===== src/rtl/wb_arb2.sv =====
// Two-master Wishbone arbiter: round-robin per cyc envelope, grant held until the owner drops cyc.
// Optional stall watchdog enabled by defining WB_ARB_TIMEOUT_EN.
module wb_arb2 #(
    parameter int adr_width      = 32,
    parameter int timeout_cycles = 255
) (
    input  logic                 clk,
    input  logic                 reset,
    input  logic [adr_width-1:0] m0_adr_i,
    input  logic [31:0]          m0_dat_i,
    input  logic [3:0]           m0_sel_i,
    input  logic                 m0_we_i,
    input  logic                 m0_cyc_i,
    input  logic                 m0_stb_i,
    output logic [31:0]          m0_dat_o,
    output logic                 m0_ack_o,
    output logic                 m0_err_o,
    input  logic [adr_width-1:0] m1_adr_i,
    input  logic [31:0]          m1_dat_i,
    input  logic [3:0]           m1_sel_i,
    input  logic                 m1_we_i,
    input  logic                 m1_cyc_i,
    input  logic                 m1_stb_i,
    output logic [31:0]          m1_dat_o,
    output logic                 m1_ack_o,
    output logic                 m1_err_o,
    output logic [adr_width-1:0] s_adr_o,
    output logic [31:0]          s_dat_o,
    output logic [3:0]           s_sel_o,
    output logic                 s_we_o,
    output logic                 s_cyc_o,
    output logic                 s_stb_o,
    input  logic [31:0]          s_dat_i,
    input  logic                 s_ack_i,
    input  logic                 s_err_i,
    output logic [1:0]           gnt_o
);

    localparam logic [1:0] IDLE = 2'd0;
    localparam logic [1:0] GNT0 = 2'd1;
    localparam logic [1:0] GNT1 = 2'd2;

    if (timeout_cycles < 1 || timeout_cycles > 255) begin : g_bad_timeout
        $error("wb_arb2: timeout_cycles must be within 1..255");
    end

    logic [1:0] state;
    logic [1:0] state_nxt;
    logic       last;
    logic       last_nxt;
    logic       gnt0;
    logic       gnt1;
    logic       wd_err;

    always_comb begin
        state_nxt = state;
        last_nxt  = last;
        case (state)
            IDLE: begin
                if (m0_cyc_i && m1_cyc_i) begin
                    // tie goes to whoever did not own the bus last
                    state_nxt = last ? GNT0 : GNT1;
                    last_nxt  = ~last;
                end else if (m0_cyc_i) begin
                    state_nxt = GNT0;
                    last_nxt  = 1'b0;
                end else if (m1_cyc_i) begin
                    state_nxt = GNT1;
                    last_nxt  = 1'b1;
                end
            end
            GNT0: begin
                if (!m0_cyc_i) begin
                    if (m1_cyc_i) begin
                        state_nxt = GNT1;
                        last_nxt  = 1'b1;
                    end else begin
                        state_nxt = IDLE;
                    end
                end
            end
            GNT1: begin
                if (!m1_cyc_i) begin
                    if (m0_cyc_i) begin
                        state_nxt = GNT0;
                        last_nxt  = 1'b0;
                    end else begin
                        state_nxt = IDLE;
                    end
                end
            end
            default: state_nxt = IDLE;
        endcase
    end

    always_ff @(posedge clk or posedge reset) begin
        if (reset) begin
            state <= IDLE;
            last  <= 1'b1;
        end else begin
            state <= state_nxt;
            last  <= last_nxt;
        end
    end

    assign gnt0  = (state == GNT0);
    assign gnt1  = (state == GNT1);
    assign gnt_o = {gnt1, gnt0};

    // IDLE falls through to m0 for the data path; cyc/stb are gated by the grant
    assign s_adr_o = gnt1 ? m1_adr_i : m0_adr_i;
    assign s_dat_o = gnt1 ? m1_dat_i : m0_dat_i;
    assign s_sel_o = gnt1 ? m1_sel_i : m0_sel_i;
    assign s_we_o  = gnt1 ? m1_we_i  : m0_we_i;
    assign s_cyc_o = (gnt0 & m0_cyc_i) | (gnt1 & m1_cyc_i);
    assign s_stb_o = (gnt0 & m0_cyc_i & m0_stb_i) | (gnt1 & m1_cyc_i & m1_stb_i);

    assign m0_dat_o = s_dat_i;
    assign m1_dat_o = s_dat_i;

    // a response arriving after the owner has dropped cyc belongs to no one
    assign m0_ack_o = gnt0 & m0_cyc_i & s_ack_i;
    assign m1_ack_o = gnt1 & m1_cyc_i & s_ack_i;
    assign m0_err_o = gnt0 & m0_cyc_i & (s_err_i | wd_err);
    assign m1_err_o = gnt1 & m1_cyc_i & (s_err_i | wd_err);

`ifdef WB_ARB_TIMEOUT_EN
    logic [7:0] wd_cnt;

    assign wd_err = s_stb_o && !s_ack_i && !s_err_i && (wd_cnt == 8'(timeout_cycles));

    always_ff @(posedge clk or posedge reset) begin
        if (reset) begin
            wd_cnt <= 8'd0;
        end else if (!s_stb_o || s_ack_i || s_err_i || wd_err) begin
            wd_cnt <= 8'd0;
        end else begin
            wd_cnt <= wd_cnt + 8'd1;
        end
    end
`else
    assign wd_err = 1'b0;
`endif

endmodule


===== config.mk =====
export PLATFORM = sky130hd
export DESIGN_NAME = wb_arb2
export DESIGN_NICKNAME = d
export VERILOG_FILES = /design/src/rtl/wb_arb2.sv
export SDC_FILE = /design/constraint.sdc
export NUM_CORES = 1
export LEC_CHECK = 0
export CAP_MARGIN = 10
export CORE_AREA = 2 2 123 125
export DETAILED_ROUTE_END_ITERATION = 10
export DIE_AREA = 0 0 125 127
export SLEW_MARGIN = 20
export SYNTH_ARGS = -nofsm -noshare
export SYNTH_HDL_FRONTEND = slang
export SYNTH_SLANG_ARGS = --single-unit

===== constraint.sdc =====
create_clock -name clk -period 2.5 [get_ports clk]
set_clock_uncertainty 0.05 [all_clocks]
set_input_delay 0.5 -clock clk [delete_from_list [all_inputs] [get_ports clk]]
set_output_delay 0.5 -clock clk [all_outputs]
set_load 0.02 [all_outputs]

# After elaboration in Yosys (flattened, before gate mapping)
# Index checks and enable logic that the tools add are counted.
# W data, S select, Z words.
dict set report totals {
  regBits 3
  input_bits 178
  word_cells 44
}
dict set report classes {
  n_reduce_logical 5
  n_bitwise 11
  muxes 20
  n_eq_ne 6
}
# operator n
set op_table {}
lappend op_table {{$mux W32} 2}
lappend op_table {{$mux W2} 7}
lappend op_table {{$and A1 B1 Y1} 8}
lappend op_table {{$mux W1} 8}
lappend op_table {{$ne A2 B2 Y1 const B} 3}
lappend op_table {{$pmux W2 S3} 1}
lappend op_table {{$mux W4} 1}
lappend op_table {{$ne A4 B4 Y1 const B} 1}
lappend op_table {{$reduce_and A4 Y1} 1}
lappend op_table {{$pmux W1 S3} 1}
lappend op_table {{$reduce_and A3 Y1} 1}
lappend op_table {{$reduce_bool A3 Y1} 1}
lappend op_table {{$eq A2 B1 Y1 const B} 1}
lappend op_table {{$eq A2 B2 Y1 const B} 1}
lappend op_table {{$logic_not A2 Y1} 1}
lappend op_table {{$or A1 B1 Y1} 2}
lappend op_table {{$logic_and A1 B1 Y1} 1}
lappend op_table {{$not A1 Y1} 1}

# Depth between registers and ports, before layout
dict set report logic_depth {
  word_depth 4
  depth_mapped 6
  ltp_nobuf 5
}

# Worst setup path after synthesis
# Ideal clock, no wire load.
dict set report synth_timing {
  kind {register -> output}
  start {register state[0]}
  end {output port s_adr_o[0]}
  t_arrival_ns 1.442
  required_time_ns 1.950
  path_buffers 2
  path_slack_ns 0.508
  stages_incl_launch_ff 6
  path_cell_list {dfrtp_1 > inv_1 > ha_1 > buf_4 > buf_2 > mux2_2}
}
dict set report synth_between {
  elab_chain_cells 2
}
# element line_no
set synth_lines {}
lappend synth_lines {{from (decl)} 47} ;# logic [1:0] state;
lappend synth_lines {{from (signal assigned)} 101} ;# state <= state_nxt;
lappend synth_lines {{$eq A2 B2 Y1} 107} ;# assign gnt1 = (state == GNT1);
lappend synth_lines {{named net gnt1} 52} ;# logic gnt1;
lappend synth_lines {{$mux W32} 111} ;# assign s_adr_o = gnt1 ? m1_adr_i : m0_adr_i;
lappend synth_lines {{to (decl)} 27} ;# output logic [adr_width-1:0] s_adr_o,
# The timed path passes the listed nets, and every way through them passes these cells.

# Final worst setup path
dict set report layout_timing {
  start {register state[1]}
  end {output port gnt_o[0]}
}
dict set report layout_between {
  elab_chain_cells 1
}
# element line_no
set layout_lines {}
lappend layout_lines {{$eq A2 B1 Y1} 106} ;# assign gnt0 = (state == GNT0);
lappend layout_lines {{to (decl)} 36} ;# output logic [1:0] gnt_o
# No other way between the ends.

==> results.json <==
{
  "clock_tree.root_cell": "sky130_fd_sc_hd__clkbuf_16",
  "die_w_um": 125,
  "worst_slew_pin_slew_ps": 318,
  "worst_setup_timing_slack_at_the_placement_stage_ps": 35.3,
  "fin_crit_ps": 2430,
  "reg2reg_slack_ps": 790,
  "post_drt_wl_per_cell_um": 16.9,
  "met3_wire_length_um": 766,
  "wl_um": 8830,
  "tritoncts": "built",
  "hold_viol": 0,
  "highest_metal_layer_with_signal_wires": "met4",
  "fillCellCount": 1542,
  "portBuffers": 222,
  "cp_data_required_time_ps": 1950,
  "clock.fmax_mhz": 412,
  "final_critical_path_setup_slack_ps": 73.4,
  "initial_utilization_pct": 11.4,
  "gp_congestion": 0.787,
  "worst_setup_path_startpoint": "state[1]",
  "reg2regPathDepth": 7,
  "drt-pass1-iter-count": 4,
  "synthesis.nets": 360,
  "cp-end-kind": "output pin",
  "vdd.ir_drop.worst_uv": 310,
  "timing.hold.ws_ps": 393,
  "antenna_violations_before_repair": 0,
  "cts_htree_levels": 1,
  "rsz0062_at_grt": "no",
  "min_path_type": "in -> async",
  "placement.cell_area_sq_um": 3650,
  "post-route-cell-area_sq_um": 3670,
  "diodes": 0,
  "design.core.area_sq_um": 14400,
  "ys_types": 19,
  "die_area_sq_um": 15900,
  "postRouteAntennaNets": 0,
  "grt_start_max_net_pins": 31,
  "path_max_fanout": 5,
  "most-common-layout-cells": "sky130_fd_sc_hd__clkdlybuf4s50_1 (147), sky130_fd_sc_hd__dlygate4sd2_1 (73), sky130_fd_sc_hd__mux2_2 (69), sky130_fd_sc_hd__buf_4 (5)",
  "rows": 44,
  "synth-seq-cells": 3,
  "grt_use_total_pct": 10.1,
  "post_route_cells_drive_above_1_share_pct": 26.1,
  "max_cap_violations": 0,
  "first_global_vias": 2073,
  "ys_seq_area_share_pct": 4.65,
  "netlist_area_sq_um": 1640,
  "regToRegStartpoint": "state[1]",
  "finalSetupTns_ps": 0,
  "flow.area_growth_from_synthesis_pct": 124,
  "hpwl_um": 7470,
  "drc": 0,
  "cts_made_buffers": 3,
  "timing.slew.headroom_pct": 78.9,
  "final_nets": 521,
  "critPathKind": "reg -> out",
  "via_count": 1856,
  "synthCells": 177,
  "detail_route.vias_per_cell": 3.56,
  "grt.overflow.total": 0,
  "arrival_ps": 1880,
  "design.portCount": 319,
  "routed-wl-met2_um": 4140,
  "detail_route.iter0.violations": 59,
  "post_cts_hold_buffer_count": 0,
  "drt-met1-wl_um": 3810,
  "report.final.setup_viol": 0,
  "status": "complete, no violations",
  "synth.avg_cell_area_sq_um": 9.27,
  "clkLatencyLatePin_ps": 220,
  "synthesis.yosys.warnings": 0,
  "synthDominantCellAreaShare_pct": 47.3,
  "worstSetupStartpointType": "register",
  "cts_buffer_depth": 2,
  "final_max_slew_viol_count": 0,
  "timing.final.crit_share_pct": 97.1,
  "tritoncts_num_sinks": 3,
  "layout.cells.most_common": "sky130_fd_sc_hd__clkdlybuf4s50_1",
  "wire_length_of_the_first_global_routing_pass_um": 12400,
  "p_leak_nw": 1.54,
  "power_density_nw_per_um2": 668,
  "yosys-top-cells-area": "sky130_fd_sc_hd__mux2_2 (47%), sky130_fd_sc_hd__buf_4 (32%), sky130_fd_sc_hd__ha_1 (3.8%)",
  "worstReg2RegEnd": "last",
  "core_util_final_pct": 25.5,
  "chipHeight_um": 127,
  "path_clk_slew_ps": 30,
  "synth_top_area_cell": "sky130_fd_sc_hd__mux2_2"
}
==> area by class of cell <==
| cell class | count | area [sq um] | area share [%] |
|---|---|---|---|
| Timing Repair Buffer | 232 | 2260 | 61.6 |
| Multi-Input combinational cell | 95 | 1010 | 27.6 |
| Tap cell | 184 | 230 | 6.27 |
| Clock buffer | 4 | 78.8 | 2.15 |
| Sequential cell | 3 | 76.3 | 2.08 |
| Inverter | 3 | 11.3 | 0.307 |
==> report_power, final <==
group          internal [W]  switching (W)
clock              0.000211      0.0000452
sequential        0.0000778      0.0000202
combinational       0.00108        0.00102
total               0.00137        0.00109
==> cells in the mapped netlist <==
cell,instances
sky130_fd_sc_hd__buf_2,7
sky130_fd_sc_hd__dfrtp_1,2
sky130_fd_sc_hd__buf_4,69
sky130_fd_sc_hd__a221oi_4,1
sky130_fd_sc_hd__a21o_1,3
sky130_fd_sc_hd__inv_1,3
sky130_fd_sc_hd__and3_2,2
sky130_fd_sc_hd__nor2_1,1
sky130_fd_sc_hd__dfstp_2,1
sky130_fd_sc_hd__nand3_1,2
sky130_fd_sc_hd__mux2i_1,1
sky130_fd_sc_hd__nand2b_1,2
sky130_fd_sc_hd__a32o_1,2
sky130_fd_sc_hd__and3_1,2
sky130_fd_sc_hd__a22o_1,1
sky130_fd_sc_hd__a31oi_1,2
sky130_fd_sc_hd__mux2_2,69
sky130_fd_sc_hd__nand2_1,2
sky130_fd_sc_hd__ha_1,5
==> critical path, stage by stage (launching register included) <==
cell and delay, ps:
sky130_fd_sc_hd__dfrtp_1 410, sky130_fd_sc_hd__buf_4 160, sky130_fd_sc_hd__inv_1 70, sky130_fd_sc_hd__ha_1 220, sky130_fd_sc_hd__buf_4 170, sky130_fd_sc_hd__clkdlybuf4s50_1 620
==> timing repair <==
| action | CTS | global route |
|---|---|---|
| pin swaps | 0 | 1 |
| hold endpoints to repair | 0 | 0 |
| setup buffers | 0 | 0 |
| cloned | 0 | 1 |
| gates resized for setup | 73 | 5 |
| endpoints found under the setup margin | 73 | 28 |
==> worst max path at each step <==
stage	slack, ps	endpoint	depth (start not counted)
final	70	gnt_o[0]	5
after global routing	4	gnt_o[0]	5
after CTS	10	s_we_o	5
after detailed placement	40	s_adr_o[10]	5
after global placement	50	s_cyc_o	3
after floorplan	510	s_adr_o[0]	5
==> per-stage QoR <==
step	std cells	total power, W
final	521	0.00245
after CTS	520	0.00243
after detailed placement	516	0.00238
after global routing	521	0.00259
after floorplan	177	0.00145
after global placement	516	0.00235
==> per-layer routing <==
layer | up-vias | GRT usage [%]
met1 | 827 | 12.7
met3 | 11 | 2.85
met4 | 0 | 1.96
li1 | 869 | -
met2 | 149 | 17.3
met5 | - | 0
==> logic make-up after synthesis <==
group / count (synthesis) / synth area share [%]
buf+inv: 79 / 34.4
mux: 70 / 47.9
simple gates: 11 / 3.73
compound gates: 9 / 5.49
fa+ha+maj: 5 / 3.81
flops: 3 / 4.65
==> registers in the layout, indices dropped and copies added (netlist names) <==
register	cells
state	2
last	1
No activity file was read; power rests on OpenSTA's default activity.
